`src/rtl/fetch_pkg.sv`:
```
// Shared constants and types for the fetch stage: reset/NOP words, PC stride,
// word-alignment mask and the per-edge fetch action encoding.
package fetch_pkg;

  localparam logic [31:0] NOP_WORD         = 32'h0000_0000;
  localparam logic [31:0] RESET_PC_DEFAULT = 32'h0000_0000;
  localparam logic [31:0] PC_INCREMENT     = 32'd4;
  localparam logic [31:0] WORD_ALIGN_MASK  = 32'hFFFF_FFFC;

  typedef enum logic [1:0] {
    FETCH_ADVANCE  = 2'b00,
    FETCH_REDIRECT = 2'b01,
    FETCH_HOLD     = 2'b10
  } fetch_action_t;

  function automatic logic [31:0] align_word(input logic [31:0] addr);
    return addr & WORD_ALIGN_MASK;
  endfunction

endpackage

```
`src/rtl/instruction_fetch_unit_pc_register.sv`:
```
// Program counter flop: holds, loads a word-aligned redirect target, or advances
// by one word. Also exposes the incremented value for the IF/ID register.
module pc_register
  import fetch_pkg::*;
#(
  parameter logic [31:0] RESET_PC = RESET_PC_DEFAULT
) (
  input  logic          clk,
  input  logic          rst_n,
  input  fetch_action_t action,
  input  logic [31:0]   target,
  output logic [31:0]   pc,
  output logic [31:0]   pc_plus4
);

  logic [31:0] pc_next;

  // Modulo-2^32 add: the top word wraps to address zero.
  assign pc_plus4 = pc + PC_INCREMENT;

  always_comb begin
    pc_next = pc;
    case (action)
      FETCH_ADVANCE:  pc_next = pc_plus4;
      FETCH_REDIRECT: pc_next = align_word(target);
      FETCH_HOLD:     pc_next = pc;
      default:        pc_next = pc;
    endcase
  end

  always_ff @(posedge clk or negedge rst_n) begin
    if (!rst_n) begin
      pc <= align_word(RESET_PC);
    end else begin
      pc <= pc_next;
    end
  end

endmodule

```
`src/rtl/instruction_fetch_unit.sv`:
```
// MIPS fetch stage: PC drives the instruction memory, returned word and PC+4 are
// captured into IF/ID. Stall freezes everything; redirect inserts one bubble.
module instruction_fetch_unit
  import fetch_pkg::*;
#(
  parameter logic [31:0] RESET_PC = RESET_PC_DEFAULT,
  parameter logic [31:0] NOP      = NOP_WORD
) (
  input  logic        Clk_in,
  input  logic        Rst_n,
  input  logic        Stall,
  input  logic        Redirect,
  input  logic [31:0] RedirectTarget,
  output logic [31:0] ImemAddress,
  input  logic [31:0] ImemInstruction,
  output logic [31:0] IfIdInstruction,
  output logic [31:0] IfIdPcPlus4,
  output logic        IfIdValid,
  output logic [31:0] FetchCount
);

  fetch_action_t action;
  logic [31:0]   pc;
  logic [31:0]   pc_plus4;

  // Stall outranks redirect; decode keeps Redirect up until the stall clears.
  always_comb begin
    action = FETCH_ADVANCE;
    if (Stall) begin
      action = FETCH_HOLD;
    end else if (Redirect) begin
      action = FETCH_REDIRECT;
    end
  end

  pc_register #(
    .RESET_PC (RESET_PC)
  ) u_pc_register (
    .clk      (Clk_in),
    .rst_n    (Rst_n),
    .action   (action),
    .target   (RedirectTarget),
    .pc       (pc),
    .pc_plus4 (pc_plus4)
  );

  assign ImemAddress = pc;

  always_ff @(posedge Clk_in or negedge Rst_n) begin
    if (!Rst_n) begin
      IfIdInstruction <= NOP;
      IfIdPcPlus4     <= 32'd0;
      IfIdValid       <= 1'b0;
    end else begin
      case (action)
        FETCH_ADVANCE: begin
          IfIdInstruction <= ImemInstruction;
          IfIdPcPlus4     <= pc_plus4;
          IfIdValid       <= 1'b1;
        end
        // The word fetched this cycle is on the wrong path; drop it.
        FETCH_REDIRECT: begin
          IfIdInstruction <= NOP;
          IfIdPcPlus4     <= 32'd0;
          IfIdValid       <= 1'b0;
        end
        default: begin
          IfIdInstruction <= IfIdInstruction;
          IfIdPcPlus4     <= IfIdPcPlus4;
          IfIdValid       <= IfIdValid;
        end
      endcase
    end
  end

  always_ff @(posedge Clk_in or negedge Rst_n) begin
    if (!Rst_n) begin
      FetchCount <= 32'd0;
    end else if (action == FETCH_ADVANCE) begin
      FetchCount <= FetchCount + 32'd1;
    end
  end

endmodule

```
`config.mk`:
```
export PLATFORM = sky130hd
export DESIGN_NAME = instruction_fetch_unit
export DESIGN_NICKNAME = d
export VERILOG_FILES = /design/src/rtl/fetch_pkg.sv /design/src/rtl/instruction_fetch_unit_pc_register.sv /design/src/rtl/instruction_fetch_unit.sv
export SDC_FILE = /design/constraint.sdc
export NUM_CORES = 1
export LEC_CHECK = 0
export CAP_MARGIN = 30
export CORE_ASPECT_RATIO = 0.75
export CORE_MARGIN = 2
export CORE_UTILIZATION = 50
export CTS_CLUSTER_SIZE = 28
export DETAILED_ROUTE_END_ITERATION = 12
export PLACE_DENSITY = 0.92
export SETUP_SLACK_MARGIN = 0.4
export SLEW_MARGIN = 20
export SYNTH_ARGS = -nofsm -noshare
export SYNTH_HDL_FRONTEND = slang
export SYNTH_SLANG_ARGS = --single-unit
```
`constraint.sdc`:
```
create_clock -name Clk_in -period 5.1 [get_ports Clk_in]
set_input_delay 1.53 -clock Clk_in [delete_from_list [all_inputs] [get_ports Clk_in]]
set_output_delay 1.53 -clock Clk_in [all_outputs]
set_load 0.02 [all_outputs]
```
---- Yosys cells after proc, flatten, opt, wreduce, memory -nomap -nowiden ----
Cells that the tools add are included.
storage, ports and cells
  flip-flop bits (word level) ............. 129
  logic and storage cells ................. 16
operators by class
  add/sub/neg operators ................... 2
  eq/ne operators ......................... 1
  muxes and demuxes ....................... 6
  reduce and logical (&&, ||, !) cells .... 2
operators by type and width
  kind                                                                   count
  32-bit one-hot mux with 2 select lines                                 3
  32-bit by 1-bit adder with 32-bit output, second input constant        1
  32-bit by 3-bit adder with 32-bit output, second input constant        1
  2-bit by 1-bit equality test with 1-bit output, second input constant  1
  2-bit logical NOT                                                      1
  2-bit two-way mux                                                      1
  1-bit one-hot mux with 2 select lines                                  1
  2-bit nonzero test                                                     1
  1-bit two-way mux                                                      1

---- Depth between registers and ports, before layout ----
Gate-level depths: netlist of the first run.
  word-level depth ........................ 4
  mapped depth ............................ 8
  mapped depth without buffers ............ 6

---- Modules after synthesis ----
From an unflattened synthesis of the first run, not the netlist that was laid out.
second synthesis, totals
  cell total of the unflattened synthesis .. 554
  area, all modules ....................... 6,094.6 sq um
by module, submodules not included
  module                  instances  cells an instance  area each (sq um)  seq. area each (sq um)
  instruction_fetch_unit  1          272                3,758.6            2,427.3
  pc_register             1          282                2,336.0            750.7

---- Least setup slack after synthesis of the first run ----
OpenSTA, ideal clock, no wires.
  path type ............................... input to register
  from .................................... in Redirect
  to ...................................... reg FetchCount[10]
  library setup time ...................... 80 ps
  arrival time ............................ 2,800 ps
  required time ........................... 5,020 ps
  slack ................................... 2,220 ps
  cell stages on the path ................. 6
  cells stage by stage .................... clkbuf_1 -> or3b_1 -> nor2_1 -> and3_1 -> and3_1 -> xor2_1
between the ends
  word-level cells in the longest chain between the ends .. 3
RTL lines
  item                  RTL line                      source
  start, declared       instruction_fetch_unit.sv:12  input logic Redirect,
  1-bit two-way mux     instruction_fetch_unit.sv:31  end else if (Redirect) begin
  2-bit two-way mux     instruction_fetch_unit.sv:29  if (Stall) begin
  2-bit logical NOT     instruction_fetch_unit.sv:79  end else if (action == FETCH_ADVANCE) begin
  end signal, assigned  instruction_fetch_unit.sv:80  FetchCount <= FetchCount + 32'd1;
  end, declared         instruction_fetch_unit.sv:19  output logic [31:0] FetchCount
No other way between the ends.
A chain may end at the register's enable or synchronous reset.

---- Worst setup path after layout of the first run ----
Same ends and word-level chain as after synthesis.

==> results of run 1 <==
==> per-stage QoR <==
stage	instances	setup slack, ps	instance area (um2)
detailed placement	877	1440	7890
CTS	909	1820	8470
global placement	877	1510	7890
floorplan	552	2220	5870
finish	910	1770	8490
global route	910	1730	8490
==> cell type report <==
cell class / instances / area [um2]
Fill cell: 806 / 3040
Timing Repair Buffer: 201 / 2000
Multi-Input combinational cell: 383 / 2530
Inverter: 6 / 22.5
Sequential cell: 126 / 3150
Clock buffer: 17 / 425
Clock inverter: 15 / 160
Tap cell: 162 / 203
==> cells by family (layout without fill, tap and decap cells) <==
kind of cell / Yosys count / after routing / synth area share [%]
compound gates: 118 / 118 / 14.2
buf+inv: 43 / 239 / 3.20
simple gates: 191 / 191 / 17.6
mux: 14 / 14 / 2.41
fa+ha+maj: 2 / 2 / 0.427
xor+xnor: 56 / 56 / 8.37
flops: 126 / 126 / 53.8
other cells: 1 / 2 / 0.0640
==> registers in the layout, summed over array words and instances (netlist names) <==
| register | cells |
|---|---|
| FetchCount | 32 |
| IfIdInstruction | 32 |
| IfIdValid | 1 |
| u_pc_register.pc | 30 |
| IfIdPcPlus4 | 31 |
==> where the power goes <==
| part | total [uW] | internal (uW) | switching [uW] |
|---|---|---|---|
| logic | 705 | 348 | 357 |
| clock network | 1200 | 726 | 475 |
| registers | 1260 | 1110 | 150 |
==> metal layers <==
layer | wire [um] | part of all wire [%]
met2 | 7750 | 47
met4 | 489 | 3.0
met3 | 1260 | 7.7
met1 | 6940 | 42
met5 | 0 | 0
==> critical path: cells and delay by family <==
family | cells | cell delay, ps
XOR/XNOR | 1 | 170
buffers and inverters | 2 | 730
AND/OR/NAND/NOR | 4 | 1230
==> synth_stat cells (2+ instances only) <==
cell type,n
sky130_fd_sc_hd__a211oi_1,2
sky130_fd_sc_hd__a21oi_1,17
sky130_fd_sc_hd__a221o_1,6
sky130_fd_sc_hd__a22o_1,38
sky130_fd_sc_hd__a22oi_1,12
sky130_fd_sc_hd__and2_1,5
sky130_fd_sc_hd__and3_1,13
sky130_fd_sc_hd__and4_1,5
sky130_fd_sc_hd__buf_1,5
sky130_fd_sc_hd__buf_2,7
sky130_fd_sc_hd__buf_4,4
sky130_fd_sc_hd__clkbuf_1,19
sky130_fd_sc_hd__clkbuf_2,2
sky130_fd_sc_hd__dfrtp_1,126
sky130_fd_sc_hd__ha_1,2
sky130_fd_sc_hd__inv_1,5
sky130_fd_sc_hd__mux2i_1,13
sky130_fd_sc_hd__nand2_1,63
sky130_fd_sc_hd__nand3_1,31
sky130_fd_sc_hd__nand4_1,16
sky130_fd_sc_hd__nand4_2,3
sky130_fd_sc_hd__nor2_1,22
sky130_fd_sc_hd__nor2b_1,4
sky130_fd_sc_hd__nor3_1,6
sky130_fd_sc_hd__nor3_2,2
sky130_fd_sc_hd__nor3_4,2
sky130_fd_sc_hd__o21ai_0,24
sky130_fd_sc_hd__o22ai_1,10
sky130_fd_sc_hd__o31ai_1,5
sky130_fd_sc_hd__or3_1,9
sky130_fd_sc_hd__or4_1,2
sky130_fd_sc_hd__xnor2_1,35
sky130_fd_sc_hd__xor2_1,21
==> path summary, 6_finish.rpt <==
| path | startpoint | end | slack, ps | depth (start not counted) |
|---|---|---|---|---|
| max | Redirect | FetchCount[10] | 1770 | 7 |
| min | IfIdPcPlus4[6] | IfIdPcPlus4[6] | 480 | 2 |
| max reg2reg | u_pc_register.pc[2] | u_pc_register.pc[16] | 2770 | 6 |
| min reg2reg | IfIdPcPlus4[6] | IfIdPcPlus4[6] | 480 | 2 |
| max in group asynchronous | Rst_n | IfIdPcPlus4[4] | 2940 | 2 |
| min in group asynchronous | Rst_n | IfIdPcPlus4[12] | 1180 | 1 |
==> results by group, run 1 <==
Timing
  – Tightest slew margin relative to the limit: 50.2%
  – Final hold violation count: 0
  – Final cycle utilization of the critical path: 65.3%
  – Final setup vio count: 0
  – Pins Over Slew Limit: 0
  – Aggregate negative setup slack: 0 ps
  – Worst hold slack across all endpoints: 483 ps
  – Fmax: 0.300 GHz
  – Time the final worst path needs with I/O delays and setup: 3330 ps
  – Max Clock Skew: 11.0 ps
  – Slew at the pin closest to its max-slew limit: 746 ps
  – Setup repair after global routing missed its margin: false

Route
  – DRC: 0
  – ANT nets after route: 0
  – Ratio of routed vias to standard cells: 5.75
  – Final wirelength: 16.4 mm
  – Routed wirelength normalized by instance count: 18.1 um
  – Vias after detailed routing: 5228
  – Number of optimization iterations in the first detailed-route pass: 5
  – 1st-iter DRT viols: 388

Status
  – Outcome: finished clean

Global route
  – Global routing's busiest layer: met2
  – Via count of the first global-routing pass: 5182
  – Met1 capacity usage during global routing: 36.0%
  – Tot GR Track Use: 26.5%
  – Met3 global-route usage: 6.74%
  – Antenna violations before repair: 0
  – First-pass GRT wire length: 26.3 mm
  – Maximum number of pins on one net before global-route repair: 104
  – Leftover overflow at the end of global routing: 0
  – Met2 track demand over resource: 40.6%

Floorplanning
  – Ports placed on the boundary: 197
  – Width of the die: 129 um
  – Std cell rows: 34
  – Die area: 12600 um2
  – Core Area: 11500 um2
  – Starting density of the core: 50.9%
  – Height of the die: 97.8 um

Clock network
  – Clock sink count: 126
  – TritonCTS clock tree: done
  – Number of levels in the clock H-tree: 4
  – Cts repair resizes: 0
  – Number of buffers on the longest clock path: 2
  – Total clock buffers created by CTS: 17
  – Post-CTS setup repair buffer count: 0
  – Clock tree root driver cell: sky130_fd_sc_hd__clkbuf_16
  – Clock transition at path regs: 60 ps
  – Count of hold-fix buffers inserted at cts: 0
  – Insertion delay to the later sink of the worst-skew pair: 410 ps

Yosys
  – Area fraction of the dominant cell type after synthesis: 53.8%
  – Share of synthesized flip-flops with an asynchronous set or reset: 100%
  – Number of synthesized flops with an enable pin: 0
  – Main area contributors after synthesis: sky130_fd_sc_hd__dfrtp_1 54%, sky130_fd_sc_hd__a22o_1 5.7%, sky130_fd_sc_hd__xnor2_1 5.2%
  – Number of distinct library cell variants in the gate-level netlist after synthesis: 48
  – Part of the Yosys area used for sequential elements: 53.8%
  – Register bit total from synthesis: 126
  – Mean instance size in the synthesized netlist: 10.6 um2
  – Area of the mapped netlist: 5860 um2
  – Prevailing post-synth register cell: sky130_fd_sc_hd__dfrtp_1
  – Most area-hungry cell type in the Yosys netlist: sky130_fd_sc_hd__dfrtp_1
  – Warning count from the yosys run: 0
  – Synthesized netlist cell count: 551

Flow run
  – Reported max-cap violation count: 0

Finish
  – Ant. Diodes: 0
  – Final cell utilization of the core: 73.7%
  – Most common library cell in the layout ignoring fill and taps: sky130_fd_sc_hd__clkdlybuf4s50_1
  – Ratio of cells with drive above 1 in the final layout: 7.62%
  – Final #Nets: 805
  – Relative area change from synthesis to final layout: 44.8%
  – Commonest cells after routing, fill and taps aside: 190 x sky130_fd_sc_hd__clkdlybuf4s50_1, 126 x sky130_fd_sc_hd__dfrtp_1, 63 x sky130_fd_sc_hd__nand2_1, 38 x sky130_fd_sc_hd__a22o_1, 35 x sky130_fd_sc_hd__xnor2_1

Setup path
  – Required time of the worst setup path: 5430 ps
  – CP endpoint kind: flop
  – Category of the critical setup timing path: primary input to flop
  – Data arrival at the endpoint of the critical path: 3660 ps
  – Cell-by-cell trace of the critical path: clkdlybuf4s50_1, buf_4, or3b_1, nor2_1, and3_1, and3_1, xor2_1
  – Launching element type of the critical path: primary input
  – Critical Path Slowest Stage Cell: sky130_fd_sc_hd__or3b_1
  – Highest fanout seen on the critical path: 24
  – Crit-path max cell delay: 510 ps
  – Cell mode on critical path: sky130_fd_sc_hd__and3_1

Power and ir drop
  – Total Power Consumption: 3160 uW
  – IR Drop Worst-Case VDD: 0.000259 V
  – Power per Cell Area: 373 nW/um2
  – Static leakage: 0.00368 uW

Place
  – Global placement routability congestion: 0.891
  – Dpl hpwl: 11.4 mm
  – Count of input and output buffers: 192

Hold path
  – Type of the tightest min-delay check: flop to flop
No activity file was read; power rests on OpenSTA's default activity.
==> run 2, diff against run 1 <==
--- a/config.mk
+++ b/config.mk
@@ -8,10 +8,10 @@
 export CAP_MARGIN = 30
 export CORE_ASPECT_RATIO = 0.75
 export CORE_MARGIN = 2
-export CORE_UTILIZATION = 50
+export CORE_UTILIZATION = 46
 export CTS_CLUSTER_SIZE = 28
 export DETAILED_ROUTE_END_ITERATION = 12
-export PLACE_DENSITY = 0.92
+export PLACE_DENSITY = 0.86
 export SETUP_SLACK_MARGIN = 0.4
 export SLEW_MARGIN = 20
 export SYNTH_ARGS = -nofsm -noshare
==> constraint.sdc (replaced) <==
create_clock -name Clk_in -period 3.1 [get_ports Clk_in]
set_input_delay 0.93 -clock Clk_in [delete_from_list [all_inputs] [get_ports Clk_in]]
set_output_delay 0.93 -clock Clk_in [all_outputs]
set_load 0.02 [all_outputs]
==> run 2 against run 1 <==
Compared with the run above: sequential cell count unchanged; clock-buffer cell count up 2; combinational power increased by 65%; clock power is 86% higher; sequential share of layout area decreased by 0.58 points; clock skew down 1.6 ps; via count shrank 1.8%; critical endpoint is now ImemAddress[4]; largest cell class unchanged.
==> results by group, run 2 (synthesized netlist as in run 1, its figures left out) <==
Status
  – Outcome: finished clean

Power and ir drop
  – Static leakage: 0.00374 uW
  – IR Drop Worst-Case VDD: 0.000495 V
  – Flop pwr share: 37.9%
  – Total internal power: 3880 uW
  – Net switching power: 1590 uW
  – Power per Cell Area: 634 nW/um2
  – Gate power share: 21.2%
  – Switching portion of total power: 29.1%
  – Clock group share of total power: 40.9%
  – Total Power Consumption: 5470 uW

Global route
  – Via count of the first global-routing pass: 5048
  – Maximum number of pins on one net before global-route repair: 51
  – Leftover overflow at the end of global routing: 0
  – Tot GR Track Use: 24.4%
  – Antenna violations before repair: 0
  – First-pass GRT wire length: 25.8 mm

Clock network
  – Clock sink count: 126
  – Clock transition at path regs: 60 ps
  – Number of levels in the clock H-tree: 4
  – Count of hold-fix buffers inserted at cts: 0
  – Clock tree root driver cell: sky130_fd_sc_hd__clkbuf_16
  – TritonCTS clock tree: done
  – Total clock buffers created by CTS: 17
  – Insertion delay to the later sink of the worst-skew pair: 410 ps
  – Cts repair resizes: 0
  – Number of buffers on the longest clock path: 2
  – Post-CTS setup repair buffer count: 0

Finish
  – Multi-input gate area in the final layout: 2530 um2
  – Top flop regs: FetchCount x32, IfIdInstruction x32, IfIdPcPlus4 x31
  – Fillers: 870
  – Ratio of cells with drive above 1 in the final layout: 8.36%
  – Ant. Diodes: 0
  – Final #Nets: 812
  – Final cell utilization of the core: 69.8%
  – Sequential cell area: 3150 um2
  – Commonest cells after routing, fill and taps aside: 190 x sky130_fd_sc_hd__clkdlybuf4s50_1, 126 x sky130_fd_sc_hd__dfrtp_1, 63 x sky130_fd_sc_hd__nand2_1, 38 x sky130_fd_sc_hd__a22o_1, 35 x sky130_fd_sc_hd__xnor2_1
  – Most common library cell in the layout ignoring fill and taps: sky130_fd_sc_hd__clkdlybuf4s50_1
  – Relative area change from synthesis to final layout: 47.1%

Place
  – Dpl hpwl: 11.7 mm
  – Global placement routability congestion: 0.870
  – Count of input and output buffers: 192
  – Pre-CTS setup slack: 228 ps

Setup path
  – Highest fanout seen on the critical path: 11
  – Data arrival at the endpoint of the critical path: 1640 ps
  – Cell-by-cell trace of the critical path: clkdlybuf4s50_1
  – Worst r2r src: u_pc_register.pc[2]
  – Launching element type of the critical path: flop
  – Crit path launch: u_pc_register.pc[4]
  – Category of the critical setup timing path: flop to output pin
  – Critical Path Slowest Stage Cell: sky130_fd_sc_hd__clkdlybuf4s50_1
  – Critical path buffers and inverters: 1
  – CP endpoint kind: output pin
  – Crit-path max cell delay: 680 ps
  – Kind of cell with the highest combined delay on the critical path: buffers and inverters
  – Required time of the worst setup path: 2170 ps

Route
  – Final wirelength: 16.4 mm
  – Routed wirelength normalized by instance count: 17.8 um
  – Number of optimization iterations in the first detailed-route pass: 5
  – 1st-iter DRT viols: 406
  – DRC: 0
  – Ratio of routed vias to standard cells: 5.58
  – ANT nets after route: 0
  – Vias after detailed routing: 5135

Timing
  – Slew at the pin closest to its max-slew limit: 546 ps
  – Time the final worst path needs with I/O delays and setup: 2570 ps
  – Setup repair after global routing missed its margin: false
  – Final setup vio count: 0
  – Max Clock Skew: 9.44 ps
  – Final hold violation count: 0
  – Fmax: 0.389 GHz
  – Pins Over Slew Limit: 0
  – Aggregate negative setup slack: 0 ps
  – Tightest slew margin relative to the limit: 63.3%
  – Final setup slack of the worst path: 530 ps
  – Final cycle utilization of the critical path: 82.9%

Floorplanning
  – Height of the die: 102 um
  – Die area: 13700 um2
  – Width of the die: 134 um
  – Std cell rows: 35
  – Starting density of the core: 47.5%
  – Ports placed on the boundary: 197
  – Core Area: 12300 um2

Flow run
  – Reported max-cap violation count: 0

Hold path
  – Type of the tightest min-delay check: primary input to asynchronous set/reset pin
-- run 2: cell type report --
cell class	instances	share of cell area, %
Clock buffer	19	5.25
Clock inverter	12	2.42
Inverter	6	0.261
Multi-Input combinational cell	383	29.3
Sequential cell	126	36.6
Tap cell	166	2.41
Timing Repair Buffer	208	23.8
-- run 2: layer usage --
layer  vias to the layer above  part of all wire [%]  track usage, %
met3                        31                   8.2            6.31
li1                       2377                     -               -
met4                         0                   2.4            9.47
met5                         -                     0               0
met1                      2458                    43            34.2
met2                       269                    46            36.7
-- run 2: final timing paths --
check | to | slack, ps | depth (start not counted)
max | ImemAddress[4] | 530 | 1
min | IfIdPcPlus4[4] | 470 | 1
max reg2reg | u_pc_register.pc[16] | 830 | 6
min reg2reg | FetchCount[31] | 480 | 1
max in group asynchronous | IfIdInstruction[26] | 1910 | 2
min in group Clk_in | FetchCount[31] | 480 | 1
-- run 2: worst reg2reg max path: cells and delay by family, from the launching register on --
kind            cells  cell delay, ps
compound gates      2             190
fa+ha+maj           1             340
flops               1             470
simple gates        3            1160
-- run 2: stage by stage --
stage | instance area [um2] | instances | hold WS [ps]
after floorplan | 5870 | 552 | 582
after global placement | 7960 | 889 | 463
after detailed placement | 7960 | 889 | 471
after CTS | 8630 | 920 | 474
after global routing | 8630 | 920 | 479
final | 8630 | 920 | 466
-- run 2: power groups by stage --
stage                     logic (uW)  registers (uW)  clock network [uW]
after CTS                       1170            2070                2260
final                           1160            2070                2230
after global placement          1140            2080                   0
after floorplan                  386            2240                   0
after detailed placement        1170            2090                   0
after global routing            1240            2100                2340
==> run 3, diff against run 2 <==
--- a/config.mk
+++ b/config.mk
@@ -8,10 +8,10 @@
 export CAP_MARGIN = 30
 export CORE_ASPECT_RATIO = 0.75
 export CORE_MARGIN = 2
-export CORE_UTILIZATION = 46
+export CORE_UTILIZATION = 42
 export CTS_CLUSTER_SIZE = 28
 export DETAILED_ROUTE_END_ITERATION = 12
-export PLACE_DENSITY = 0.86
+export PLACE_DENSITY = 0.83
 export SETUP_SLACK_MARGIN = 0.4
 export SLEW_MARGIN = 20
 export SYNTH_ARGS = -nofsm -noshare
==> constraint.sdc (replaced) <==
create_clock -name Clk_in -period 2.2 [get_ports Clk_in]
set_input_delay 0.66 -clock Clk_in [delete_from_list [all_inputs] [get_ports Clk_in]]
set_output_delay 0.66 -clock Clk_in [all_outputs]
set_load 0.02 [all_outputs]
==> run 3 against run 2 <==
Compared with the run above: global-route usage increased by 0.29 points; worst setup slack got worse by 150 ps; non-clock buffer count increased by 73; via count increased by 9.5%; clock power increased by 34%; wire length increased by 13%; sequential power increased by 41%; largest cell class unchanged.
==> results by group, run 3 (synthesized netlist as in run 1, its figures left out) <==
Status
  – Outcome: finished clean

Timing
  – Fmax: 0.550 GHz
  – Final setup vio count: 0
  – Final setup slack of the worst path: 383 ps
  – Setup repair after global routing missed its margin: true
  – Aggregate negative setup slack: 0 ps
  – Worst hold slack across all endpoints: 165 ps
  – Max Clock Skew: 8.19 ps
  – Final cycle utilization of the critical path: 82.6%
  – Time the final worst path needs with I/O delays and setup: 1820 ps
  – Pins Over Slew Limit: 0
  – Final hold violation count: 0

Global route
  – Maximum number of pins on one net before global-route repair: 48
  – Leftover overflow at the end of global routing: 0
  – Via count of the first global-routing pass: 5526
  – Met2 track demand over resource: 38.6%
  – Antenna violations before repair: 0
  – Met1 capacity usage during global routing: 33.3%
  – Global routing's busiest layer: met2
  – Met3 global-route usage: 7.30%
  – First-pass GRT wire length: 28.8 mm
  – Tot GR Track Use: 24.7%

Finish
  – Commonest cells after routing, fill and taps aside: 88 x sky130_fd_sc_hd__dfrtp_1, 86 x sky130_fd_sc_hd__buf_4, 62 x sky130_fd_sc_hd__clkdlybuf4s50_1, 58 x sky130_fd_sc_hd__nand2_1, 51 x sky130_fd_sc_hd__clkdlybuf4s15_1
  – Relative area change from synthesis to final layout: 56.9%
  – Final cell utilization of the core: 67.4%
  – Ratio of cells with drive above 1 in the final layout: 34.2%
  – Most common library cell in the layout ignoring fill and taps: sky130_fd_sc_hd__dfrtp_1
  – Ant. Diodes: 0
  – Fillers: 973
  – Top flop regs: FetchCount x32, IfIdInstruction x32, IfIdPcPlus4 x31
  – Multi-input gate area in the final layout: 2750 um2
  – Final #Nets: 885
  – Sequential cell area: 3200 um2

Setup path
  – Crit path launch: u_pc_register.pc[2]
  – Data arrival at the endpoint of the critical path: 2110 ps
  – Highest fanout seen on the critical path: 5
  – Required time of the worst setup path: 2500 ps
  – Number of cells on the worst reg-to-reg path: 6
  – Worst r2r src: u_pc_register.pc[2]
  – CP endpoint kind: flop
  – Category of the critical setup timing path: flop to flop
  – Launching element type of the critical path: flop

Clock network
  – Clock tree root driver cell: sky130_fd_sc_hd__clkbuf_16
  – TritonCTS clock tree: done
  – Number of levels in the clock H-tree: 4
  – Clock transition at path regs: 60 ps
  – Clock sink count: 126
  – Insertion delay to the later sink of the worst-skew pair: 420 ps
  – Total clock buffers created by CTS: 17
  – Number of buffers on the longest clock path: 2

Floorplanning
  – Core Area: 13700 um2
  – Die area: 14900 um2
  – Height of the die: 106 um
  – Ports placed on the boundary: 197
  – Width of the die: 140 um
  – Starting density of the core: 42.9%
  – Std cell rows: 37

Power and ir drop
  – Net switching power: 2360 uW
  – Static leakage: 0.00423 uW
  – Clock group share of total power: 38.6%
  – Total internal power: 5380 uW
  – Switching portion of total power: 30.5%
  – IR Drop Worst-Case VDD: 0.000684 V
  – Power per Cell Area: 841 nW/um2
  – Gate power share: 23.8%
  – Flop pwr share: 37.6%
  – Total Power Consumption: 7740 uW

Route
  – Vias after detailed routing: 5624
  – Final wirelength: 18.5 mm
  – Number of optimization iterations in the first detailed-route pass: 5
  – 1st-iter DRT viols: 385
  – Ratio of routed vias to standard cells: 5.61
  – DRC: 0
  – ANT nets after route: 0
  – Routed wirelength normalized by instance count: 18.4 um

Place
  – Pre-CTS setup slack: -126 ps
  – Count of input and output buffers: 192
  – Global placement routability congestion: 0.868
  – Dpl hpwl: 12.4 mm

Hold path
  – Type of the tightest min-delay check: primary input to asynchronous set/reset pin

Flow run
  – Reported max-cap violation count: 0
==> run 3: final cells by class <==
type	instances	share of cell area, %
clock buffers	19	4.81
clock inverters	13	2.05
inverters	6	0.258
multi-input cells	383	29.9
flip-flops and latches	126	34.8
well taps	175	2.38
repair buffers	281	25.8
==> run 3: power groups by stage <==
stage	sequential, uW	combinational, uW	clock, uW
finish	2910	1840	2980
floorplan	3190	566	0
detailed placement	2970	1710	0
global placement	2950	1680	0
global route	2950	1980	3150
CTS	2890	1730	3020
==> run 3: timing repair <==
item	4_1_cts	5_1_grt
endpoints found under the setup margin	163	117
pin swaps	10	24
buffers inserted	29	25
hold buffers	0	0
gates resized for setup	331	105
==> run 3: final timing paths <==
kind | end | slack (ps)
setup / recovery | u_pc_register.pc[18] | 380
min in group Clk_in | IfIdValid | 480
max in group asynchronous | IfIdPcPlus4[2] | 1350
hold reg to reg | IfIdValid | 480
hold / removal | FetchCount[17] | 170
setup reg to reg | u_pc_register.pc[18] | 380
==> run 3: layer usage <==
| layer | part of all wire [%] | vias to the layer above | wire length, um |
|---|---|---|---|
| met1 | 42 | 2792 | 7820 |
| met5 | 0 | - | 0 |
| met3 | 8.5 | 45 | 1570 |
| met2 | 47 | 271 | 8670 |
| met4 | 2.4 | 0 | 440 |
| li1 | - | 2516 | - |
==> run 3: worst max-delay path, stage by stage (launching register included) <==
cell and delay, ps:
sky130_fd_sc_hd__dfrtp_2 400, sky130_fd_sc_hd__ha_4 150, sky130_fd_sc_hd__nand4_1 130, sky130_fd_sc_hd__or3_4 390
sky130_fd_sc_hd__or3_4 360, sky130_fd_sc_hd__mux2i_1 170, sky130_fd_sc_hd__a21oi_1 100
==> run 3: per-stage QoR <==
step	cell area [um2]	instances
after global routing	9200	1003
final	9200	1003
after global placement	8220	917
after floorplan	5980	552
after detailed placement	8220	917
after CTS	8990	978
